## src/rtl/shift_mac_seq.sv

```systemverilog
// Sequential signed shift-and-add multiply-accumulate: one coefficient bit per clock,
// a single shared adder, optional accumulation into the held result.
//
// state | meaning
// IDLE  | waiting for start; acc_out holds last result
// RUN   | processing coefficient bit k (0 .. H_W-1)
// DONE  | one-cycle result strobe (out_valid)
module shift_mac_seq #(
    parameter int IN_W  = 4,
    parameter int H_W   = 9,
    parameter int ACC_W = 16
) (
    input  logic                    clk,
    input  logic                    rst_n,
    input  logic                    start,
    input  logic                    acc_en,
    input  logic                    clr,
    input  logic [IN_W-1:0]         in_x,
    input  logic [H_W-1:0]          h,
    output logic                    busy,
    output logic                    out_valid,
    output logic [ACC_W-1:0]        acc_out
);

    localparam int K_W = (H_W > 1) ? $clog2(H_W) : 1;
    localparam logic [K_W-1:0] K_LAST = K_W'(H_W - 1);

    typedef enum logic [1:0] {IDLE, RUN, DONE} state_t;

    state_t             state, state_nxt;
    logic [H_W-1:0]     h_reg, h_nxt;
    logic [ACC_W-1:0]   x_reg, x_nxt;
    logic [ACC_W-1:0]   partial, partial_nxt;
    logic [ACC_W-1:0]   acc_nxt;
    logic [K_W-1:0]     k, k_nxt;
    logic [ACC_W-1:0]   addend;
    logic [ACC_W-1:0]   sum;

    always_ff @(posedge clk or negedge rst_n) begin
        if (!rst_n) begin
            state   <= IDLE;
            h_reg   <= '0;
            x_reg   <= '0;
            partial <= '0;
            acc_out <= '0;
            k       <= '0;
        end else begin
            state   <= state_nxt;
            h_reg   <= h_nxt;
            x_reg   <= x_nxt;
            partial <= partial_nxt;
            acc_out <= acc_nxt;
            k       <= k_nxt;
        end
    end

    // The coefficient MSB has negative weight, so the last bit subtracts.
    assign addend = h_reg[k] ? x_reg : '0;
    assign sum    = (k == K_LAST) ? (partial - addend) : (partial + addend);

    always_comb begin
        state_nxt   = state;
        h_nxt       = h_reg;
        x_nxt       = x_reg;
        partial_nxt = partial;
        acc_nxt     = acc_out;
        k_nxt       = k;
        if (clr) begin
            state_nxt   = IDLE;
            partial_nxt = '0;
            acc_nxt     = '0;
            k_nxt       = '0;
        end else begin
            case (state)
                IDLE: begin
                    if (start) begin
                        h_nxt       = h;
                        x_nxt       = {{(ACC_W-IN_W){in_x[IN_W-1]}}, in_x};
                        partial_nxt = acc_en ? acc_out : '0;
                        k_nxt       = '0;
                        state_nxt   = RUN;
                    end
                end
                RUN: begin
                    partial_nxt = sum;
                    x_nxt       = {x_reg[ACC_W-2:0], 1'b0};
                    if (k == K_LAST) begin
                        acc_nxt   = sum;
                        k_nxt     = '0;
                        state_nxt = DONE;
                    end else begin
                        k_nxt = k + 1'b1;
                    end
                end
                DONE: state_nxt = IDLE;
                default: state_nxt = IDLE;
            endcase
        end
    end

    assign busy      = (state != IDLE);
    assign out_valid = (state == DONE);

endmodule

```

## config.mk

```make
export PLATFORM = sky130hd
export DESIGN_NAME = shift_mac_seq
export DESIGN_NICKNAME = d
export VERILOG_FILES = /design/src/rtl/shift_mac_seq.sv
export SDC_FILE = /design/constraint.sdc
export NUM_CORES = 1
export LEC_CHECK = 0
export ABC_AREA = 1
export BUFFER_PORTS_ARGS = -buffer_cell sky130_fd_sc_hd__buf_2
export CAP_MARGIN = 40
export CORE_AREA = 2 2 78 95
export CTS_CLUSTER_SIZE = 25
export DETAILED_ROUTE_END_ITERATION = 10
export DIE_AREA = 0 0 80 97
export PLACE_DENSITY_LB_ADDON = 0.3
export SLEW_MARGIN = 25
export SYNTH_ARGS = -nofsm -noshare
export SYNTH_HDL_FRONTEND = slang
export SYNTH_SLANG_ARGS = --single-unit
```

## constraint.sdc

```tcl
create_clock -name clk -period 3.6 [get_ports clk]
set_input_delay 0.36 -clock clk [delete_from_list [all_inputs] [get_ports clk]]
set_output_delay 0.36 -clock clk [all_outputs]
set_load 0.05 [all_outputs]
```

Word-level counts from Yosys, hierarchy flattened:

Cells that the tools add are included.

* add/subtract/negate cells: 3
* $mul: 0
* div/mod/pow operators: 0
* $lt $le $gt $ge: 1
* eq/ne operators: 6
* shifts and indexed selects: 0
* multiplexer cells: 21
* bitwise gates (word level): 1
* reductions and logical operators: 11

Operators with widths (count)
* 2-to-1 mux 16 bit: 9
* one-hot mux 16 bit (2 select lines): 2
* adder 16 bit: 1
* subtractor 16 bit: 1
* 2-to-1 mux 4 bit: 3
* one-hot mux 4 bit (2 select lines): 1
* nonzero test 2 bit: 4
* 2-to-1 mux 2 bit: 3
* != test 3 bit, second input constant: 2
* AND reduction 2 bit: 3
* AND reduction 3 bit: 2
* less-than comparator 4 x 5 -> 1 bit, second input constant: 1
* adder 4 x 1 -> 4 bit, second input constant: 1
* binary-select mux 1 bit (select 4 bit): 1
* equality test 4 bit, second input constant: 1
* one-hot mux 2 bit (2 select lines): 1
* nonzero test 3 bit: 1
* equality test 2 x 1 -> 1 bit, second input constant: 1
* equality test 2 bit, second input constant: 1
* zero test 2 bit: 1
* != test 2 bit, second input constant: 1
* 2-to-1 mux 1 bit: 1
* inverter 1 bit: 1

* bits in registers: 63
* bits in latches: 0
* bits in writable memories: 0
* ROM bits: 0
* bits of input ports: 18
* output and inout bits: 18
* logic and storage cells: 49
* memories: 0

Logic depth before layout (Yosys ltp):

Gate-level depths: netlist (run 1).

* depth after elaboration: 8
* depth in mapped cells: 30
* mapped depth without buffers: 29

Worst setup path before layout (run 1):

Ideal clock, no wire load.

* path type: reg-to-reg
* start point: reg k[0]
* end point: reg acc_out[13]
* library setup time: 0.134 ns
* arrival: 3.148 ns
* required time: 3.466 ns
* path slack: 0.318 ns
* cell stages (with the launch flop): 26
* buffers on the path: 1
* clock period less this slack: 3.282 ns
* cell sequence: dfrtp_1 -> buf_6 -> nand2_1 -> nand3_2 -> nand3_2 -> nand3_2 -> nand2_4 -> inv_4 -> nor2_1 -> inv_1 -> ha_1 -> or2_2 -> xnor2_1 -> inv_1 -> ha_1 -> inv_1 -> nor2_1 -> nor2_1 -> o21ai_1 -> a31oi_1 -> o21ai_1 -> nand2_1 -> nand2_1 -> nand2_1 -> nand3_1 -> o21ai_0

* longest elaborated chain between the ends: 8
* elaborated cells on any way between the ends: 12
* classes of those cells: add/sub: 2; eq/ne: 1; mux: 7; reduce/logical: 2

RTL lines
* start, declared: RTL line 35 `logic [K_W-1:0] k, k_nxt;`
* start signal, assigned: RTL line 53 `k <= k_nxt;`
* binary-select mux 1 bit (select 4 bit): RTL line 58 `assign addend = h_reg[k] ? x_reg : '0;`
* 2-to-1 mux 1 bit (implied by the code): RTL line 58
* 2-to-1 mux 16 bit: RTL line 58
* adder 16 bit or subtractor 16 bit (tied branches): RTL line 59 `assign sum = (k == K_LAST) ? (partial - addend) : (partial + addend);`
* 2-to-1 mux 16 bit: RTL line 59
* 2-to-1 mux 16 bit: RTL line 87 `if (k == K_LAST) begin`
* 2-to-1 mux 16 bit: RTL line 74 `case (state)`
* 2-to-1 mux 16 bit: RTL line 68 `if (clr) begin`
* end signal, assigned: RTL line 52 `acc_out <= acc_nxt;`
* end, declared: RTL line 22 `output logic [ACC_W-1:0] acc_out`

Parallel ways exist; a longest one is shown, timed or not. The select of a mux whose other input is x is not followed.
A chain may end at the register's enable or synchronous reset.

Final worst setup path (run 1):

Same ends and word-level chain as after synthesis.

==> results of run 1 <==
-- routing by layer --
metal	part of all wire, %	GRT usage, %	vias up
met1	40	33.7	1854
li1	-	-	1862
met2	49	43.5	183
met5	0	0	-
met3	6.6	5.22	54
met4	4.7	13.4	0
-- how the worst max path moves through the flow --
stage / from / end / depth (start not counted)
floorplan: k[0]$_DFFE_PN0P_ / acc_out[13]$_DFFE_PN0P_ / 25
global placement: k[0]$_DFFE_PN0P_ / acc_out[13]$_DFFE_PN0P_ / 25
detailed placement: k[0]$_DFFE_PN0P_ / partial[13]$_DFFE_PN0P_ / 24
CTS: k[0]$_DFFE_PN0P_ / partial[12]$_DFFE_PN0P_ / 23
global route: k[0]$_DFFE_PN0P_ / acc_out[13]$_DFFE_PN0P_ / 25
finish: k[0]$_DFFE_PN0P_ / acc_out[13]$_DFFE_PN0P_ / 25
-- logic make-up after synthesis --
logic type               count (synthesis)
buffers and inverters                  105
adder cells (fa/ha/maj)                 19
AND/OR/NAND/NOR                        209
flip-flops                              63
AO/OA/AOI/OAI                          127
XOR/XNOR                                14
-- timing repair --
item / 4_1_cts / 5_1_grt
pin swaps: 0 / 22
setup buffers: 0 / 9
endpoints found under the setup margin: 11 / 20
resized for setup: 3 / 57
-- final cells by class --
class | count | area [um2]
multi-input combinational | 369 | 2270
fill | 499 | 1940
sequential | 63 | 1580
inverter | 90 | 348
timing repair buffer | 54 | 328
clock buffer | 12 | 155
tap | 87 | 109
clock inverter | 3 | 42.5
-- report_power, final --
part,leakage (nW),internal (mW),switching [mW]
combinational,1.47,1.15,1.86
sequential,0.809,0.841,0.119
clock,0.0985,0.353,0.280
total,2.38,2.35,2.26
-- metrics by stage --
| step | area (um2) | setup TNS (ps) |
|---|---|---|
| 5_1_grt | 4830 | -1710 |
| 3_5_place_dp | 4290 | -637 |
| 4_1_cts | 4490 | 0 |
| 6_report | 4830 | 0 |
| 2_1_floorplan | 4000 | 0 |
| 3_3_place_gp | 4290 | 0 |
-- cells in the final DEF (no fill, tap or decap), types with 3 or more instances in the layout --
cell type and instances:
nand2_1 107, inv_1 80, dfrtp_1 62, nor2_1 48, o21ai_0 40, buf_2 35, a31oi_1 22, a21oi_1 18
buf_4 17, nand3_1 12, ha_1 12, o22ai_1 11, clkbuf_8 11, xor2_1 10, nor2_2 9, inv_2 8
a21oi_2 8, nand3_2 7, nand2_2 6, ha_4 6, o21ai_1 5, nand4_1 4, nor2_4 3, o41ai_1 3
xnor2_1 3, o21a_1 3, o21ai_2 3, nor3_2 3, nand3b_1 3
==> flow_metrics.py, run 1 <==
metrics = {
    "run_status": {
        "outcome": "finished, final reports clean",
    },
    "worst_setup_path": {
        "crit_fanout": 8,
        "worst_setup_path_end_kind": "register",
        "crit_path_frequent_cell": "nand2_1",
        "slowest_delay_ps": 430,
        "critPathLaunchType": "register",
        "rrSetupSlack_ps": 40,
        "worst-endpoint-required_ps": 3850,
        "crit_family": "simple AND/OR/NAND/NOR gates",
        "r2r_start": "k[0]$_DFFE_PN0P_",
        "slowest_stage": "dfrtp_2",
        "cp.buffers_inverters": 5,
        "reg2reg_to": "acc_out[13]$_DFFE_PN0P_",
        "critPathArrivalTime_ps": 3810,
        "reg2reg_depth": 25,
        "path_class": "register to register",
    },
    "logic_synthesis": {
        "synth_xor_area_share_pct": 3.07,
        "syn_area_um2": 4000,
        "synthAdderAreaFrac_pct": 6.13,
        "ys_types": 42,
        "synth_area_leaders": "dfrtp_1, nand2_1, inv_1",
        "synth.most_common_cell": "nand2_1",
        "async_flop_share_pct": 100,
        "synth.avg_cell_area_um2": 7.45,
        "synth-edff-count": 0,
        "synth_top_family_by_area": "simple AND/OR/NAND/NOR gates",
        "ys_ff_latch": 63,
        "syn-num-nets": 574,
        "synthMuxAreaShare_pct": 0,
        "yosysSeqAreaShare_pct": 39.4,
        "synth.top_cell.area_share_pct": 39.4,
        "synth_ff_type": "dfrtp_1",
        "ys.warnings.count": 0,
        "yosys.area_share.simple_pct": 22.6,
        "synth_top_area_cell": "dfrtp_1",
        "synth_compound_area_share_pct": 18.4,
        "syn_inst": 537,
        "synthTopCellsByCount": "nand2_1, inv_1, dfrtp_1",
    },
    "sta": {
        "finalWorstPathRequiredPeriod_ps": 3560,
        "finalCritPeriodShare_pct": 99.0,
        "tightest_slew_ps": 758,
        "setup_violations": 0,
        "whs_ps": 31.4,
        "max_clock_freq_mhz": 281,
        "slew_viol_final": 0,
        "slew_headroom_pct": 49.4,
        "clock_skew_ps": 12.0,
        "setup_slack_ps": 36.0,
        "hold_viol_final": 0,
    },
    "global_routing": {
        "antenna_found_initial": 0,
        "grt_pass1_wl_mm": 16.6,
        "grt_pass1_vias": 3690,
        "grtUsageTotal_pct": 26.8,
        "grt_overflow": 0,
        "grt_max_degree": 35,
    },
    "placement": {
        "io_buffers": 35,
        "pre_cts_ws_ps": -172,
        "finalWeightedCongestion": 0.890,
        "dp.final_hpwl_mm": 6.83,
        "dp_cells": 654,
    },
    "route": {
        "route.detailed.drc": 0,
        "dr.pass1.iters": 5,
        "drt_iter0_drc": 286,
        "via_per_inst": 5.83,
        "vias": 3953,
        "ant_nets": 0,
        "wl_mm": 10.7,
        "detail_route.wl_per_cell_um": 15.8,
    },
    "layout": {
        "antennaDiodeCount": 0,
        "utilization_pct": 71.3,
        "nNetsFinal": 624,
        "layout-drive-gt1-share_pct": 22.8,
        "syn_to_final_growth_pct": 20.8,
        "layout.cells.non_filler": 678,
    },
    "power_and_ir_drop": {
        "total_power_mw": 4.61,
        "leakage_nw": 2.38,
        "power.density_nw_per_um2": 955,
        "ir_worst_vdd_mv": 0.480,
    },
    "clock_network": {
        "worstSkewPairLatency_ps": 360,
        "clock_path_buffers": 2,
        "cts.sinks": 63,
        "cts_tree": "yes",
        "cts.reportedPaths.clkPinSlew_ps": 70,
        "cts_buffers": 9,
        "hold_buffers": 0,
        "cts_root_buffer": "clkbuf_8",
        "cts-htree-levels": 3,
    },
    "die": {
        "die_w_um": 80,
        "io_pins": 36,
        "dieHeight_um": 97,
        "start_util_pct": 59.1,
        "fp-row-count": 33,
        "die_area_um2": 7760,
        "core-area_um2": 6770,
    },
    "run": {
        "maxCapViolCount": 0,
    },
    "hold_path": {
        "hold_path.class": "input pin to asynchronous set/reset pin",
    },
}
Note: power is estimated with default switching activity, not from simulation.
==> run 2, diff against run 1 <==
--- a/config.mk
+++ b/config.mk
@@ -7,10 +7,10 @@
 export LEC_CHECK = 0
 export ABC_AREA = 1
-export BUFFER_PORTS_ARGS = -buffer_cell sky130_fd_sc_hd__buf_2
 export CAP_MARGIN = 40
-export CORE_AREA = 2 2 78 95
+export CORE_AREA = 2 2 76 92
 export CTS_CLUSTER_SIZE = 25
 export DETAILED_ROUTE_END_ITERATION = 10
-export DIE_AREA = 0 0 80 97
+export DIE_AREA = 0 0 78 94
+export DONT_BUFFER_PORTS = 1
 export PLACE_DENSITY_LB_ADDON = 0.3
 export SLEW_MARGIN = 25
==> constraint.sdc (replaced) <==
create_clock -name clk -period 3.6 [get_ports clk]
set_input_delay 0.18 -clock clk [delete_from_list [all_inputs] [get_ports clk]]
set_output_delay 0.18 -clock clk [all_outputs]
set_load 0.05 [all_outputs]
==> flow_metrics.py, run 2 (synthesis results as in run 1) <==
metrics = {
    "run_status": {
        "outcome": "complete, but fails checks",
        "violations": "setup timing",
    },
    "global_routing": {
        "grt_pass1_vias": 3591,
        "grt_max_degree": 64,
        "grt_overflow": 0,
        "grtUsageTotal_pct": 27.0,
        "antenna_found_initial": 0,
        "grt_pass1_wl_mm": 15.5,
    },
    "placement": {
        "io_buffers": 0,
        "finalWeightedCongestion": 0.856,
        "pre_cts_ws_ps": -104,
        "dp.final_hpwl_mm": 6.45,
        "dp_cells": 618,
    },
    "sta": {
        "setup_slack_ps": -11.3,
        "finalWorstPathRequiredPeriod_ps": 3610,
        "slew_headroom_pct": 41.0,
        "clock_skew_ps": 11.4,
        "whs_ps": 98.4,
        "finalCritPeriodShare_pct": 100,
        "setup_violations": 1,
        "tightest_slew_ps": 881,
        "max_clock_freq_mhz": 277,
        "slew_viol_final": 0,
        "hold_viol_final": 0,
        "rsz0062_at_grt": "yes",
    },
    "layout": {
        "nNetsFinal": 604,
        "antennaDiodeCount": 0,
        "fillers": 435,
        "layout.cells.non_filler": 657,
        "layout-drive-gt1-share_pct": 17.7,
        "layout_common_cells": "nand2_1, inv_1, dfrtp_1, nor2_1, o21ai_0",
        "syn_to_final_growth_pct": 20.9,
        "final_common_cell": "nand2_1",
    },
    "die": {
        "start_util_pct": 62.4,
        "io_pins": 36,
        "core-area_um2": 6410,
        "die_area_um2": 7330,
        "fp-row-count": 32,
        "dieHeight_um": 94,
        "die_w_um": 78,
    },
    "power_and_ir_drop": {
        "internal_power_mw": 2.42,
        "power.density_nw_per_um2": 969,
        "pwr-share-comb_pct": 64.4,
        "ir_worst_vdd_mv": 0.512,
        "p_sw_share_pct": 48.3,
        "leakage_nw": 2.28,
        "clkPwrFrac_pct": 14.8,
        "seq_power_share_pct": 20.8,
        "power.switching_mw": 2.26,
    },
    "worst_setup_path": {
        "rrSetupSlack_ps": -10,
        "critPathLaunchType": "register",
        "r2r_start": "k[0]$_DFFE_PN0P_",
        "critPathArrivalTime_ps": 3830,
        "worst-endpoint-required_ps": 3820,
        "crit_path_start": "k[0]$_DFFE_PN0P_",
        "crit_fanout": 7,
        "cp.buffers_inverters": 1,
        "cp.depth": 23,
        "slowest_delay_ps": 480,
        "reg2reg_to": "partial[14]$_DFFE_PN0P_",
        "slowest_stage": "dfrtp_2",
        "crit_family": "simple AND/OR/NAND/NOR gates",
        "worst_setup_path_end_kind": "register",
        "crit_chain": "nor2_2, nor2_1, nand2_1, nand3_2, nand3_2, nand2_4, nand2_1, ha_4, nand2_2, nor2_4, nand2_4, nand2_2, xor2_1, inv_1, ha_4, nand2_4, nor3_4, nand3_2, o2111ai_4, a21oi_1, o21ai_0, a21o_1, a31oi_1",
        "path_class": "register to register",
        "reg2reg_depth": 23,
    },
    "run": {
        "maxCapViolCount": 0,
    },
    "clock_network": {
        "worstSkewPairLatency_ps": 370,
        "cts-htree-levels": 3,
        "cts_root_buffer": "clkbuf_8",
        "cts.sinks": 63,
        "cts_tree": "yes",
        "cts_buffers": 9,
        "clock_path_buffers": 2,
        "cts.reportedPaths.clkPinSlew_ps": 70,
    },
    "route": {
        "ant_nets": 0,
        "drt_iter0_drc": 319,
        "wl_mm": 10.2,
        "vias": 3829,
        "via_per_inst": 5.83,
        "detail_route.wl_per_cell_um": 15.5,
        "dr.pass1.iters": 6,
        "route.detailed.drc": 0,
    },
    "hold_path": {
        "holdPathEnd": "partial[1]$_DFFE_PN0P_",
        "hold_path.class": "input pin to register",
        "hp-start": "acc_en",
        "hold_path_depth": 3,
    },
}
-- run 2: cell type report --
type	count	area, um2	area share, %
well taps	85	106	2.20
repair buffers	34	308	6.36
clock inverters	7	97.6	2.02
clock buffers	9	124	2.56
inverters	90	348	7.19
multi-input cells	369	2270	47.0
flip-flops and latches	63	1580	32.6
-- run 2: power by group through the flow --
| stage | Sequential (mW) | Clock, mW | Combinational [mW] |
|---|---|---|---|
| floorplan | 0.923 | 0 | 1.74 |
| global placement | 0.965 | 0 | 2.07 |
| CTS | 0.955 | 0.697 | 2.20 |
| global route | 0.985 | 0.732 | 3.30 |
| finish | 0.972 | 0.695 | 3.02 |
| detailed placement | 0.968 | 0 | 2.13 |
-- run 2: how the worst max path moves through the flow --
stage	end	slack, ps
floorplan	acc_out[13]$_DFFE_PN0P_	320
global placement	acc_out[13]$_DFFE_PN0P_	80
detailed placement	acc_out[13]$_DFFE_PN0P_	-100
CTS	partial[13]$_DFFE_PN0P_	30
global route	partial[14]$_DFFE_PN0P_	-310
finish	partial[14]$_DFFE_PN0P_	-10
-- run 2: worst register-to-register path, cell delays in order, from the launching register on --
cell and delay [ps]:
dfrtp_2 480, nor2_2 130, nor2_1 50, nand2_1 90, nand3_2 70, nand3_2 80
nand2_4 90, nand2_1 160, ha_4 160, nand2_2 70, nor2_4 160, nand2_4 80
nand2_2 70, xor2_1 140, inv_1 90, ha_4 310, nand2_4 60, nor3_4 200
nand3_2 120, o2111ai_4 120, a21oi_1 180, o21ai_0 280, a21o_1 180, a31oi_1 100
-- run 2: timing repair --
item / 4_1_cts / 5_1_grt
buffers inserted: 1 / 8
endpoints found under the setup margin: 12 / 18
hold endpoints to repair: 75 / 0
resized for setup: 2 / 55
hold buffers: 14 / 0
pin swaps: 0 / 33
-- run 2: metal layers --
metal | wire, um | part of all wire (%) | GRT usage [%]
met4 | 251 | 2.5 | 11.0
met3 | 606 | 5.9 | 6.35
met2 | 5150 | 50 | 46.8
met1 | 4190 | 41 | 32.1
met5 | 0 | 0 | 0
-- run 2: metrics by stage --
step	total power, mW	setup TNS (ps)	utilization (%)	cell area [um2]
after floorplan	2.66	0	-	4000
after global placement	3.03	0	64.2	4120
after detailed placement	3.10	-450	64.2	4120
after CTS	3.85	0	70.4	4510
after global routing	5.01	-1070	75.5	4840
final	4.68	-11.3	75.5	4840
==> run 3, diff against run 2 <==
- SETUP_SLACK_MARGIN: default -> 0.15
==> flow_metrics.py, run 3 (synthesis results as in run 1) <==
metrics = {
    "run_status": {
        "outcome": "finished, final reports clean",
    },
    "worst_setup_path": {
        "slowest_delay_ps": 490,
        "path_class": "register to register",
        "crit_path_start": "k[0]$_DFFE_PN0P_",
        "critPathLaunchType": "register",
        "slowest_stage": "dfrtp_2",
        "worst-endpoint-required_ps": 3890,
        "r2r_start": "k[0]$_DFFE_PN0P_",
        "rrSetupSlack_ps": 160,
        "crit_chain": "nor2_2, nor2_1, nand2_1, nand3_2, nand3_2, nand2_4, inv_6, nor2_4, inv_2, ha_4, or2_2, xnor2_1, inv_1, ha_4, a21oi_2, o21ai_2, nand2_2, o2111ai_4, a31oi_4, xor2_1, nand2_1, a31oi_1",
        "critPathArrivalTime_ps": 3730,
        "worst_setup_path_end_kind": "register",
        "crit_fanout": 7,
    },
    "die": {
        "io_pins": 36,
        "die_w_um": 78,
        "core-area_um2": 6410,
        "fp-row-count": 32,
        "start_util_pct": 62.4,
        "dieHeight_um": 94,
        "die_area_um2": 7330,
    },
    "placement": {
        "io_buffers": 0,
        "dp.final_hpwl_mm": 6.45,
        "pre_cts_ws_ps": -104,
        "placed_area_um2": 4120,
        "finalWeightedCongestion": 0.856,
    },
    "hold_path": {
        "hp-start": "acc_en",
        "hold_path.class": "input pin to register",
    },
    "global_routing": {
        "grt_pass1_wl_mm": 16.1,
        "grtUsageTotal_pct": 27.8,
        "grt_pass1_vias": 3675,
        "antenna_found_initial": 0,
        "grt_max_degree": 64,
        "grt_overflow": 0,
    },
    "route": {
        "dr.pass1.iters": 5,
        "vias": 3974,
        "via_per_inst": 6.00,
        "wl_mm": 10.9,
        "ant_nets": 0,
        "drt_iter0_drc": 340,
        "detail_route.wl_per_cell_um": 16.5,
        "route.detailed.drc": 0,
    },
    "clock_network": {
        "cts_buffers": 9,
        "cts_tree": "yes",
        "clock_path_buffers": 2,
        "worstSkewPairLatency_ps": 360,
        "cts_root_buffer": "clkbuf_8",
        "cts.sinks": 63,
        "cts.reportedPaths.clkPinSlew_ps": 70,
        "cts-htree-levels": 3,
    },
    "layout": {
        "layout-drive-gt1-share_pct": 22.7,
        "syn_to_final_growth_pct": 24.9,
        "antennaDiodeCount": 0,
        "final_common_cell": "nand2_1",
        "nNetsFinal": 609,
        "layout_common_cells": "nand2_1, inv_1, dfrtp_1, nor2_1, o21ai_0",
        "final_cell_area_um2": 4990,
    },
    "sta": {
        "setup_slack_ps": 160,
        "max_clock_freq_mhz": 291,
        "tightest_slew_ps": 882,
        "hold_viol_final": 0,
        "rsz0062_at_grt": "yes",
        "finalCritPeriodShare_pct": 95.6,
        "slew_headroom_pct": 41.0,
        "slew_viol_final": 0,
        "clock_skew_ps": 8.37,
        "finalWorstPathRequiredPeriod_ps": 3440,
        "setup_violations": 0,
    },
    "power_and_ir_drop": {
        "ir_worst_vdd_mv": 0.599,
        "total_power_mw": 5.14,
        "leakage_nw": 2.33,
        "power.density_nw_per_um2": 1030,
    },
    "run": {
        "maxCapViolCount": 0,
    },
}
run 3: power breakdown:
group	switching [mW]	leakage, nW	internal [mW]
Clock	0.303	0.105	0.390
Combinational	2.05	1.41	1.41
Sequential	0.141	0.809	0.841
Total	2.50	2.33	2.64
run 3: area by class of cell:
| cell class | count | area (um2) |
|---|---|---|
| inverters | 90 | 350 |
| multi-input cells | 369 | 2390 |
| clock inverters | 7 | 97.6 |
| repair buffers | 39 | 345 |
| well taps | 85 | 106 |
| clock buffers | 9 | 124 |
| fillers | 410 | 1410 |
| flip-flops and latches | 63 | 1580 |
run 3: repair_timing:
action                     in CTS  in global routing
hold buffers                   14                  0
hold endpoints to repair       75                  0
pin swaps                       7                 47
setup endpoints to repair      18                 21
setup buffers                   4                 10
gates resized for setup        14                 81
run 3: metrics by stage:
stage                     utilization [%]  hold WS, ps  TNS [ps]  std cells
after detailed placement             64.2         -114      -450        618
after floorplan                         -         -116         0        537
after global placement               64.2         -114         0        618
after CTS                            71.6         85.0         0        652
final                                77.9         91.2         0        662
after global routing                 77.9         99.6      -560        662
run 3: layer usage:
metal  global-route usage [%]  wire [um]
met5                        0          0
met4                     12.7        471
met3                     5.67        717
met2                     48.0       5360
met1                     33.3       4350
run 3: final timing paths:
kind,to,cells after the start
worst min-delay path,partial[1]$_DFFE_PN0P_,3
worst min register to register,partial[0]$_DFFE_PN0P_,1
min in group asynchronous,partial[3]$_DFFE_PN0P_,2
worst max-delay path,partial[12]$_DFFE_PN0P_,22
max in group asynchronous,k[0]$_DFFE_PN0P_,2
worst max register to register,partial[12]$_DFFE_PN0P_,22
run 3: worst max-delay path: cells and delay by family, from the launching register on:
family | cells | cell delay [ps]
AO/OA/AOI/OAI | 5 | 850
XOR/XNOR | 2 | 360
flip-flops | 1 | 490
buffers and inverters | 3 | 210
AND/OR/NAND/NOR | 10 | 1100
adder cells (fa/ha/maj) | 2 | 350
